$ cat src/rtl/fp_to_fixed_pipe_if.sv
// Start/done conversion bus of the float-to-fixed converter.
// The master drives the operands and start; the slave (converter) returns result, status and busy.
interface fp_to_fixed_pipe_if #(
    parameter int EXP_W = 5,
    parameter int MAN_W = 10,
    parameter int OUT_W = 32,
    parameter int SF_W  = 6
);
    logic [EXP_W+MAN_W:0] float_in;
    logic [SF_W-1:0]      scaling_factor;
    logic [1:0]           round_mode;
    logic                 start;
    logic [OUT_W-1:0]     fixed_out;
    logic                 done;
    logic                 busy;
    logic                 overflow;
    logic                 invalid;

    modport master (
        output float_in, scaling_factor, round_mode, start,
        input  fixed_out, done, busy, overflow, invalid
    );

    modport slave (
        input  float_in, scaling_factor, round_mode, start,
        output fixed_out, done, busy, overflow, invalid
    );
endinterface

$ cat src/rtl/fp_to_fixed_pipe.sv
// Multi-cycle IEEE-style float to two's-complement fixed-point converter with selectable
// rounding, saturation and NaN/Inf handling; one stage per FSM state, fixed 4-clock latency.
module fp_to_fixed_pipe #(
    parameter int EXP_W = 5,
    parameter int MAN_W = 10,
    parameter int OUT_W = 32,
    parameter int SF_W  = 6
) (
    input logic clk,
    input logic rst,
    fp_to_fixed_pipe_if.slave bus
);
    localparam int FP_W   = 1 + EXP_W + MAN_W;
    localparam int BIAS   = 2 ** (EXP_W - 1) - 1;
    localparam int SIG_W  = MAN_W + 1;
    localparam int EXT_W  = SIG_W + MAN_W + 2;
    localparam int WIDE_W = OUT_W + SIG_W;
    localparam logic [OUT_W:0] POS_MAX = {2'b00, {(OUT_W-1){1'b1}}};
    localparam logic [OUT_W:0] NEG_LIM = {2'b01, {(OUT_W-1){1'b0}}};

    typedef enum logic [2:0] {IDLE, UNPACK, ALIGN, ROUND, PACK} state_t;
    state_t state, next_state;

    logic [FP_W-1:0]  f_q;
    logic [SF_W-1:0]  sf_q;
    logic [1:0]       rm_q;
    logic             sign_q, nan_q, inf_q;
    logic [EXP_W-1:0] e_eff_q;
    logic [SIG_W-1:0] sig_q;
    logic [OUT_W-1:0] mag_q;
    logic             guard_q, sticky_q, pre_ovf_q;
    logic [OUT_W:0]   rmag_q;

    logic [EXP_W-1:0] u_exp;
    logic [MAN_W-1:0] u_man;
    int               sh;
    logic [WIDE_W-1:0] wide;
    logic [EXT_W-1:0] shr;
    logic [OUT_W-1:0] a_mag;
    logic             a_guard, a_sticky, a_pre, inc;
    logic [OUT_W:0]   r_mag;
    logic [OUT_W-1:0] p_out;
    logic             p_ovf, p_inv;

    always_comb begin
        next_state = state;
        case (state)
            IDLE:    if (bus.start) next_state = UNPACK;
            UNPACK:  next_state = ALIGN;
            ALIGN:   next_state = ROUND;
            ROUND:   next_state = PACK;
            PACK:    next_state = IDLE;
            default: next_state = IDLE;
        endcase
    end

    assign u_exp = f_q[FP_W-2:MAN_W];
    assign u_man = f_q[MAN_W-1:0];
    assign sh    = int'(e_eff_q) - BIAS - MAN_W + int'(sf_q);

    // Alignment keeps guard/sticky for right shifts; anything pushed past OUT_W flags overflow early.
    always_comb begin
        wide     = '0;
        shr      = '0;
        a_mag    = '0;
        a_guard  = 1'b0;
        a_sticky = 1'b0;
        a_pre    = 1'b0;
        if (sh >= 0) begin
            if (sh >= OUT_W) begin
                a_pre = |sig_q;
            end else begin
                wide  = WIDE_W'(sig_q) << sh;
                a_mag = wide[OUT_W-1:0];
                a_pre = |wide[WIDE_W-1:OUT_W];
            end
        end else if (-sh > MAN_W + 2) begin
            a_sticky = |sig_q;
        end else begin
            shr      = {sig_q, {(MAN_W+2){1'b0}}} >> (-sh);
            a_mag    = OUT_W'(shr[EXT_W-1:MAN_W+2]);
            a_guard  = shr[MAN_W+1];
            a_sticky = |shr[MAN_W:0];
        end
    end

    always_comb begin
        inc = 1'b0;
        case (rm_q)
            2'b00: inc = 1'b0;
            2'b01: inc = guard_q & (sticky_q | mag_q[0]);
            2'b10: inc = sign_q & (guard_q | sticky_q);
            2'b11: inc = ~sign_q & (guard_q | sticky_q);
            default: inc = 1'b0;
        endcase
        r_mag = {1'b0, mag_q} + (OUT_W+1)'(inc);
    end

    // Magnitude 2^(OUT_W-1) is still representable when the result is negative.
    always_comb begin
        p_out = '0;
        p_ovf = 1'b0;
        p_inv = 1'b0;
        if (nan_q) begin
            p_inv = 1'b1;
        end else if (inf_q || pre_ovf_q || (sign_q ? (rmag_q > NEG_LIM) : (rmag_q > POS_MAX))) begin
            p_ovf = 1'b1;
            p_out = sign_q ? {1'b1, {(OUT_W-1){1'b0}}} : {1'b0, {(OUT_W-1){1'b1}}};
        end else begin
            p_out = sign_q ? (~rmag_q[OUT_W-1:0] + 1'b1) : rmag_q[OUT_W-1:0];
        end
    end

    always_ff @(posedge clk) begin
        if (rst) begin
            state     <= IDLE;
            f_q       <= '0;
            sf_q      <= '0;
            rm_q      <= '0;
            sign_q    <= 1'b0;
            nan_q     <= 1'b0;
            inf_q     <= 1'b0;
            e_eff_q   <= '0;
            sig_q     <= '0;
            mag_q     <= '0;
            guard_q   <= 1'b0;
            sticky_q  <= 1'b0;
            pre_ovf_q <= 1'b0;
            rmag_q    <= '0;
            bus.fixed_out <= '0;
            bus.done      <= 1'b0;
            bus.overflow  <= 1'b0;
            bus.invalid   <= 1'b0;
        end else begin
            state    <= next_state;
            bus.done <= 1'b0;
            case (state)
                IDLE: if (bus.start) begin
                    f_q  <= bus.float_in;
                    sf_q <= bus.scaling_factor;
                    rm_q <= bus.round_mode;
                end
                UNPACK: begin
                    sign_q  <= f_q[FP_W-1];
                    nan_q   <= (&u_exp) & (|u_man);
                    inf_q   <= (&u_exp) & ~(|u_man);
                    e_eff_q <= (u_exp == '0) ? EXP_W'(1) : u_exp;
                    sig_q   <= {(u_exp != '0), u_man};
                end
                ALIGN: begin
                    mag_q     <= a_mag;
                    guard_q   <= a_guard;
                    sticky_q  <= a_sticky;
                    pre_ovf_q <= a_pre;
                end
                ROUND: rmag_q <= r_mag;
                PACK: begin
                    bus.fixed_out <= p_out;
                    bus.overflow  <= p_ovf;
                    bus.invalid   <= p_inv;
                    bus.done      <= 1'b1;
                end
                default: ;
            endcase
        end
    end

    assign bus.busy = (state != IDLE);
endmodule

$ cat src/flat_wrapper.sv
// flat-port wrapper written by rule: the top's interface ports become plain ports
module fp_to_fixed_pipe_flat 
#(
    parameter int EXP_W = 5,
    parameter int MAN_W = 10,
    parameter int OUT_W = 32,
    parameter int SF_W  = 6
)
  (clk, rst, bus_float_in, bus_scaling_factor, bus_round_mode, bus_start, bus_fixed_out, bus_done, bus_busy, bus_overflow, bus_invalid);
  fp_to_fixed_pipe_if #(.EXP_W(EXP_W), .MAN_W(MAN_W), .OUT_W(OUT_W), .SF_W(SF_W)) bus_i ();
  input logic clk;
  input logic rst;
  input wire logic [$bits(bus_i.float_in)-1:0] bus_float_in;
  input wire logic [$bits(bus_i.scaling_factor)-1:0] bus_scaling_factor;
  input wire logic [$bits(bus_i.round_mode)-1:0] bus_round_mode;
  input wire logic [$bits(bus_i.start)-1:0] bus_start;
  output wire logic [$bits(bus_i.fixed_out)-1:0] bus_fixed_out;
  output wire logic [$bits(bus_i.done)-1:0] bus_done;
  output wire logic [$bits(bus_i.busy)-1:0] bus_busy;
  output wire logic [$bits(bus_i.overflow)-1:0] bus_overflow;
  output wire logic [$bits(bus_i.invalid)-1:0] bus_invalid;
  assign bus_i.float_in = bus_float_in;
  assign bus_i.scaling_factor = bus_scaling_factor;
  assign bus_i.round_mode = bus_round_mode;
  assign bus_i.start = bus_start;
  assign bus_fixed_out = bus_i.fixed_out;
  assign bus_done = bus_i.done;
  assign bus_busy = bus_i.busy;
  assign bus_overflow = bus_i.overflow;
  assign bus_invalid = bus_i.invalid;
  fp_to_fixed_pipe #(.EXP_W(EXP_W), .MAN_W(MAN_W), .OUT_W(OUT_W), .SF_W(SF_W)) u_core (.clk(clk), .rst(rst), .bus(bus_i));
endmodule
$ cat config.mk
export PLATFORM = sky130hd
export DESIGN_NAME = fp_to_fixed_pipe_flat
export DESIGN_NICKNAME = d
export VERILOG_FILES = /design/src/rtl/fp_to_fixed_pipe_if.sv /design/src/rtl/fp_to_fixed_pipe.sv /design/src/flat_wrapper.sv
export SDC_FILE = /design/constraint.sdc
export NUM_CORES = 1
export LEC_CHECK = 0
export ABC_AREA = 1
export CAP_MARGIN = 20
export CORE_UTILIZATION = 50
export CTS_CLUSTER_DIAMETER = 30
export DETAILED_ROUTE_END_ITERATION = 6
export MAX_ROUTING_LAYER = met4
export PLACE_DENSITY = 0.69
export SYNTH_ARGS = -nofsm -noshare
export SYNTH_HDL_FRONTEND = slang
export SYNTH_SLANG_ARGS = --single-unit
$ cat constraint.sdc
create_clock -name clk -period 4.8 [get_ports clk]
set_input_delay 0.72 -clock clk [delete_from_list [all_inputs] [get_ports clk]]
set_output_delay 0.72 -clock clk [all_outputs]
set_load 0.01 [all_outputs]
Word level (Yosys, flattened, before mapping)
Index checks and enable logic that the tools add are counted.
{ "classes": {"add_sub_neg": 6, "shift": 2, "eq_ne": 8, "mux": 22, "n_bitwise": 10, "magnitude_cmp": 5, "n_reduce_logical": 13} }
{ "ops": {"columns": ["cell", "count"], "rows": [
  ["$mux W32", 6],
  ["$shl A11 B32 Y43", 1],
  ["$add A32 B1 Y33", 1],
  ["$gt A33 B31 Y1 const B", 1],
  ["$gt A33 B32 Y1 const B", 1],
  ["$reduce_or A11 Y1", 3],
  ["$add A32 B1 Y32 const B", 1],
  ["$add A32 B7 Y32", 1],
  ["$ge A32 B1 Y1 const B", 1],
  ["$ge A32 B7 Y1 const B", 1],
  ["$gt A32 B5 Y1 const B", 1],
  ["$neg A32 Y32", 1],
  ["$not A32 Y32", 1],
  ["$shr A23 B32 Y23", 1],
  ["$sub A32 B5 Y32 const B", 1],
  ["$pmux W3 S4", 1],
  ["$mux W1", 11],
  ["$mux W11", 1],
  ["$reduce_or A10 Y1", 1],
  ["$eq A3 B2 Y1 const B", 2],
  ["$sub A5 B4 Y6 const B", 1],
  ["$and A1 B1 Y1", 5],
  ["$logic_not A5 Y1", 1],
  ["$mux W5", 1],
  ["other kinds (16)", 20]
]} }
{ "word_totals": {"out_inout_bits": 36, "regBits": 149, "input_bits": 27} }

Logic depth before layout (Yosys ltp)
{ "depth": {"ltp_word": 8, "mapped_depth": 34, "ltp_nobuf": 34} }

Worst setup path before layout
OpenSTA, ideal clock, no wires.
{ "synth_path": {"kind": "flip-flop to flip-flop", "start": "register u_core.e_eff_q[0]", "end": "register u_core.sticky_q", "slack_ps": 1051, "t_arrival_ps": 3617, "t_required_ps": 4668, "setup_ps": 132, "path_stages_with_launch": 33, "path_cell_list": "dfxtp_1 -> ha_1 -> nand3_1 -> xor2_1 -> ha_1 -> fa_1 -> inv_1 -> nand2_2 -> inv_1 -> a21oi_1 -> ha_1 -> inv_1 -> nor2_1 -> nor2_1 -> nand3_1 -> nand2_2 -> nand2_4 -> nor2_8 -> buf_8 -> nand4_1 -> nand3_1 -> nand2_1 -> nand2_1 -> nand2_1 -> nand2_1 -> nor2_1 -> nand3_1 -> nand2_1 -> nand2_1 -> nand2_1 -> nand2_1 -> nand2_1 -> a21oi_2"} }
{ "synth_between": {"elab_chain_cells": 8, "elab_cells_between_ends": 10, "cone_classes": "add/sub: 4; order compare: 2; shift: 1; mux: 2; reduce/logical: 1"} }
{ "synth_rtl": {"columns": ["item", "line", "text"], "rows": [
  ["from (decl)", "fp_to_fixed_pipe.sv:28", "logic [EXP_W-1:0] e_eff_q;"],
  ["from (signal assigned)", "fp_to_fixed_pipe.sv:147", "e_eff_q <= (u_exp == '0) ? EXP_W'(1) : u_exp;"],
  ["$sub A5 B4 Y6 *", "fp_to_fixed_pipe.sv:59", "assign sh = int'(e_eff_q) - BIAS - MAN_W + int'(sf_q);"],
  ["$sub A32 B5 Y32 *", "fp_to_fixed_pipe.sv:59", null],
  ["$add A32 B7 Y32 *", "fp_to_fixed_pipe.sv:59", null],
  ["branches (longest 4 deep; another with $neg A32 Y32)", null, null],
  ["$mux W1 *", "fp_to_fixed_pipe.sv:69", "if (sh >= 0) begin"],
  ["to (signal assigned)", "fp_to_fixed_pipe.sv:153", "sticky_q <= a_sticky;"],
  ["to (decl)", "fp_to_fixed_pipe.sv:31", "logic guard_q, sticky_q, pre_ovf_q;"]
]} }
Every way passes the cells marked *.
A chain may end at the register's enable or synchronous reset.

Worst setup path after layout
{ "layout_path": {"start": "register u_core.e_eff_q[0]", "end": "register u_core.pre_ovf_q"} }
{ "layout_between": {"elab_chain_cells": 7, "elab_cells_between_ends": 9, "cone_classes": "add/sub: 3; order compare: 2; shift: 1; mux: 2; reduce/logical: 1"} }
{ "layout_rtl": {"columns": ["item", "line", "text"], "rows": [
  ["$sub A5 B4 Y6 *", "fp_to_fixed_pipe.sv:59", null],
  ["$sub A32 B5 Y32 *", "fp_to_fixed_pipe.sv:59", null],
  ["$add A32 B7 Y32 *", "fp_to_fixed_pipe.sv:59", null],
  ["branches (longest 3 deep; another with $ge A32 B7 Y1)", null, null],
  ["$mux W1 *", "fp_to_fixed_pipe.sv:69", null],
  ["to (signal assigned)", "fp_to_fixed_pipe.sv:154", "pre_ovf_q <= a_pre;"],
  ["to (decl)", "fp_to_fixed_pipe.sv:31", null]
]} }
Marked as above.

==> impl_metrics.toml <==
[yosys]
synthDistinctLibCells = 60
postSynthCellCount = 1438
synth.net_count = 1487
synth_top_area_frac = 0.314
share_of_flip_flops_with_an_asynchronous_set_or_reset_after_synthesis = 0
top_post_synthesis_cells_by_area = "dfxtp_1 (31%), nand2_1 (11%), a21oi_1 (7.3%)"
avgSynthCellArea_sq_um = 6.61
synth-seq-area-share = 0.314
synth_flop_cell = "dfxtp_1"
ys_seq_elements = 149
synth.largest_area_cell = "dfxtp_1"
synth.yosys.warnings = 0
synthesis.area_sq_um = 9510
synth_top_cells_by_count = "nand2_1 (289), inv_1 (175), dfxtp_1 (149)"
number_of_enable_flip_flop_cells_after_synthesis = 0
most_instantiated_library_cell_after_synthesis = "nand2_1"

[pwr]
fin_total_pwr_mw = 4.25
power_leakage_nw = 4.62
power_density_nw_per_um2 = 390
switching_share = 0.398
internal_power_mw = 2.56
power_frac_comb = 0.368
pwr-share-seq = 0.316
ir_worst_vdd_mv = 0.283
clockPowerShare = 0.316
p_sw_mw = 1.69

[cts]
clkLatencyLatePin_ns = 0.44
clock_tree.root_cell = "clkbuf_16"
h-tree-depth = 4
hold_buffers = 0
clk_pin_slew_worst_paths_ns = 0.07
cts_sinks = 149
cts_tree = "built"
cts-root-to-sink-buffers = 2
cts_setup_buffers = 0
cts_resized = 0
numCtsBuffers = 17

[worst_setup_path]
critPathCaptureType = "flip-flop"
timing.critical_path.arrival_ns = 4.58
crit_type = "reg -> reg"
critical_path_rt_ns = 5.08
critical-path-top-delay-family = "adder cells"
timing.reg2reg.setup_slack_ns = 0.50
critPathSlowestCell = "fa_1"
critical_path_buf_inv_count = 2
critPathMostFrequentCell = "nand2_1"
cpPeakStageDelay_ns = 0.56
setup.worst_path.start_class = "flip-flop"
worstPathMaxFanout = 6

[cells_and_area]
areaGrowthSynthToFinish_pct = 14.5
nNetsFinal = 1522
drive_above_1_share = 0.0868
diode_insertion_count_for_antenna_repair = 0

[sta]
fin_setup_tns_ns = 0
grt_setup_unrepaired = "no"
timing.max_slew.rel_slack = 0.360
worst-slew-pin-transition_ns = 0.959
final-hold-violation-count = 0
fmax_mhz = 233
finalCritPeriodShare = 0.895
finalSetupViolations = 0
skew_ns = 0.0110
final_max_slew_viol_count = 0
post-route-min-period_ns = 4.30

[global_routing]
grt_pass1_vias = 8840
antenna_found_initial = 0
grt.total_usage = 0.279
grt_pass1_wl_um = 42900
grt_overflow = 0
maximum_number_of_pins_on_one_net_before_global_route_repair = 90

[route]
wire_per_inst_um = 14.8
via_count = 9344
initialDrtViolationCount = 583
drc = 0
drt.antenna.violating_nets = 0
via_per_inst = 5.43
detail_route.wirelength_um = 25400
firstDrtPassIters = 5

[min_path]
path_class_of_the_lowest_slack_min_delay_path = "reg -> reg"

[floorplan]
row_count = 50
initial_util = 0.508
top_level_ports = 63
design.core.area_sq_um = 18700
die-area_sq_um = 19600
die-width_um = 140
die-height_um = 140

[placed_design]
port_buffers = 62
replace_congestion = 0.958
dp_hpwl_um = 18900

[status]
outcome = "complete, no violations"

[flow_run]
maxCapViolations = 0
-- layout make-up --
cell class                      instances  area (sq um)
Clock buffer                           19           433
Clock inverter                         13           148
Fill cell                            1895          7820
Inverter                              191           717
Multi-Input combinational cell       1027          5510
Sequential cell                       149          2980
Tap cell                              234           293
Timing Repair Buffer                   87           803
-- per-stage QoR --
step	std cells	utilization	setup slack [ns]	hold WS, ns	area (sq um)
3_5_place_dp	1688	0.551	0.581	0.449	10300
3_3_place_gp	1688	0.551	0.648	0.451	10300
4_1_cts	1720	0.582	0.546	0.457	10900
6_report	1720	0.582	0.504	0.454	10900
5_1_grt	1720	0.582	0.109	0.486	10900
2_1_floorplan	1438	-	1.05	0.427	9510
-- registers in the layout (all words and copies together), names as in the netlist --
register	count
u_core.sf_q	6
u_core.pre_ovf_q	1
u_core.bus.done	1
u_core.nan_q	1
u_core.rmag_q	33
u_core.bus.fixed_out	32
u_core.guard_q	1
u_core.state	3
u_core.bus.overflow	1
u_core.e_eff_q	5
u_core.bus.invalid	1
u_core.sig_q	11
u_core.sign_q	1
u_core.rm_q	2
u_core.inf_q	1
u_core.mag_q	32
u_core.sticky_q	1
u_core.f_q	16
-- layout by cell type (no fill, tap or decap), drive strengths merged, types with 12 or more instances in the layout --
cell,instances
nor3,31
nand3,100
ha,20
dfxtp,149
clkbuf,19
inv,191
a21oi,142
clkdlybuf4s50,61
buf,26
o21ai,153
nor2,102
nand4,50
xor2,46
nand2,305
nor4,12
-- cells by family (layout without fill, tap and decap cells) --
logic type,Yosys count,in the layout,synth area share
xor gates and xnor gates,57,57,0.0525
AOI/OAI and AO/OA,338,338,0.196
buffers and inverters,262,310,0.108
and+or+nand+nor,610,610,0.300
DFF,149,149,0.314
adders and majority gates,22,22,0.0305
-- final timing paths --
path,endpoint,cells after the start,from
max,u_core.pre_ovf_q,26,u_core.e_eff_q[0]
min,u_core.sf_q[0],2,u_core.sf_q[0]
max reg2reg,u_core.pre_ovf_q,26,u_core.e_eff_q[0]
min reg2reg,u_core.sf_q[0],2,u_core.sf_q[0]
-- layer usage --
| layer | wire [um] | up-vias | global-route usage |
|---|---|---|---|
| li1 | - | 4843 | - |
| met4 | 890 | 0 | 0.127 |
| met5 | 0 | - | - |
| met1 | 11200 | 4204 | 0.328 |
| met3 | 898 | 61 | 0.0386 |
| met2 | 12500 | 236 | 0.475 |
-- power groups by stage --
stage / clock network, mW / logic, mW / registers, mW
2_1_floorplan: 0 / 1.18 / 1.35
3_3_place_gp: 0 / 1.54 / 1.37
3_5_place_dp: 0 / 1.54 / 1.37
4_1_cts: 1.36 / 1.55 / 1.34
5_1_grt: 1.42 / 1.76 / 1.35
6_report: 1.34 / 1.56 / 1.34
-- worst register-to-register path, cell delays in order (launching register included) --
cell	delay, ns
dfxtp_1	0.41
ha_1	0.22
nand3_1	0.12
xor2_1	0.16
ha_1	0.21
fa_1	0.56
inv_1	0.08
nand2_2	0.07
inv_1	0.04
a21oi_1	0.19
ha_1	0.40
a21oi_1	0.12
nand2_1	0.14
nor2_2	0.08
o21ai_1	0.33
o21ai_2	0.12
or2_1	0.24
nand3_1	0.09
nand2_1	0.06
nor2_1	0.09
nand2_1	0.06
a21oi_1	0.11
nand2_1	0.06
nand2_1	0.05
nand2_1	0.04
nand2_1	0.06
a21oi_2	0.05
Note: power is estimated with default switching activity, not from simulation.
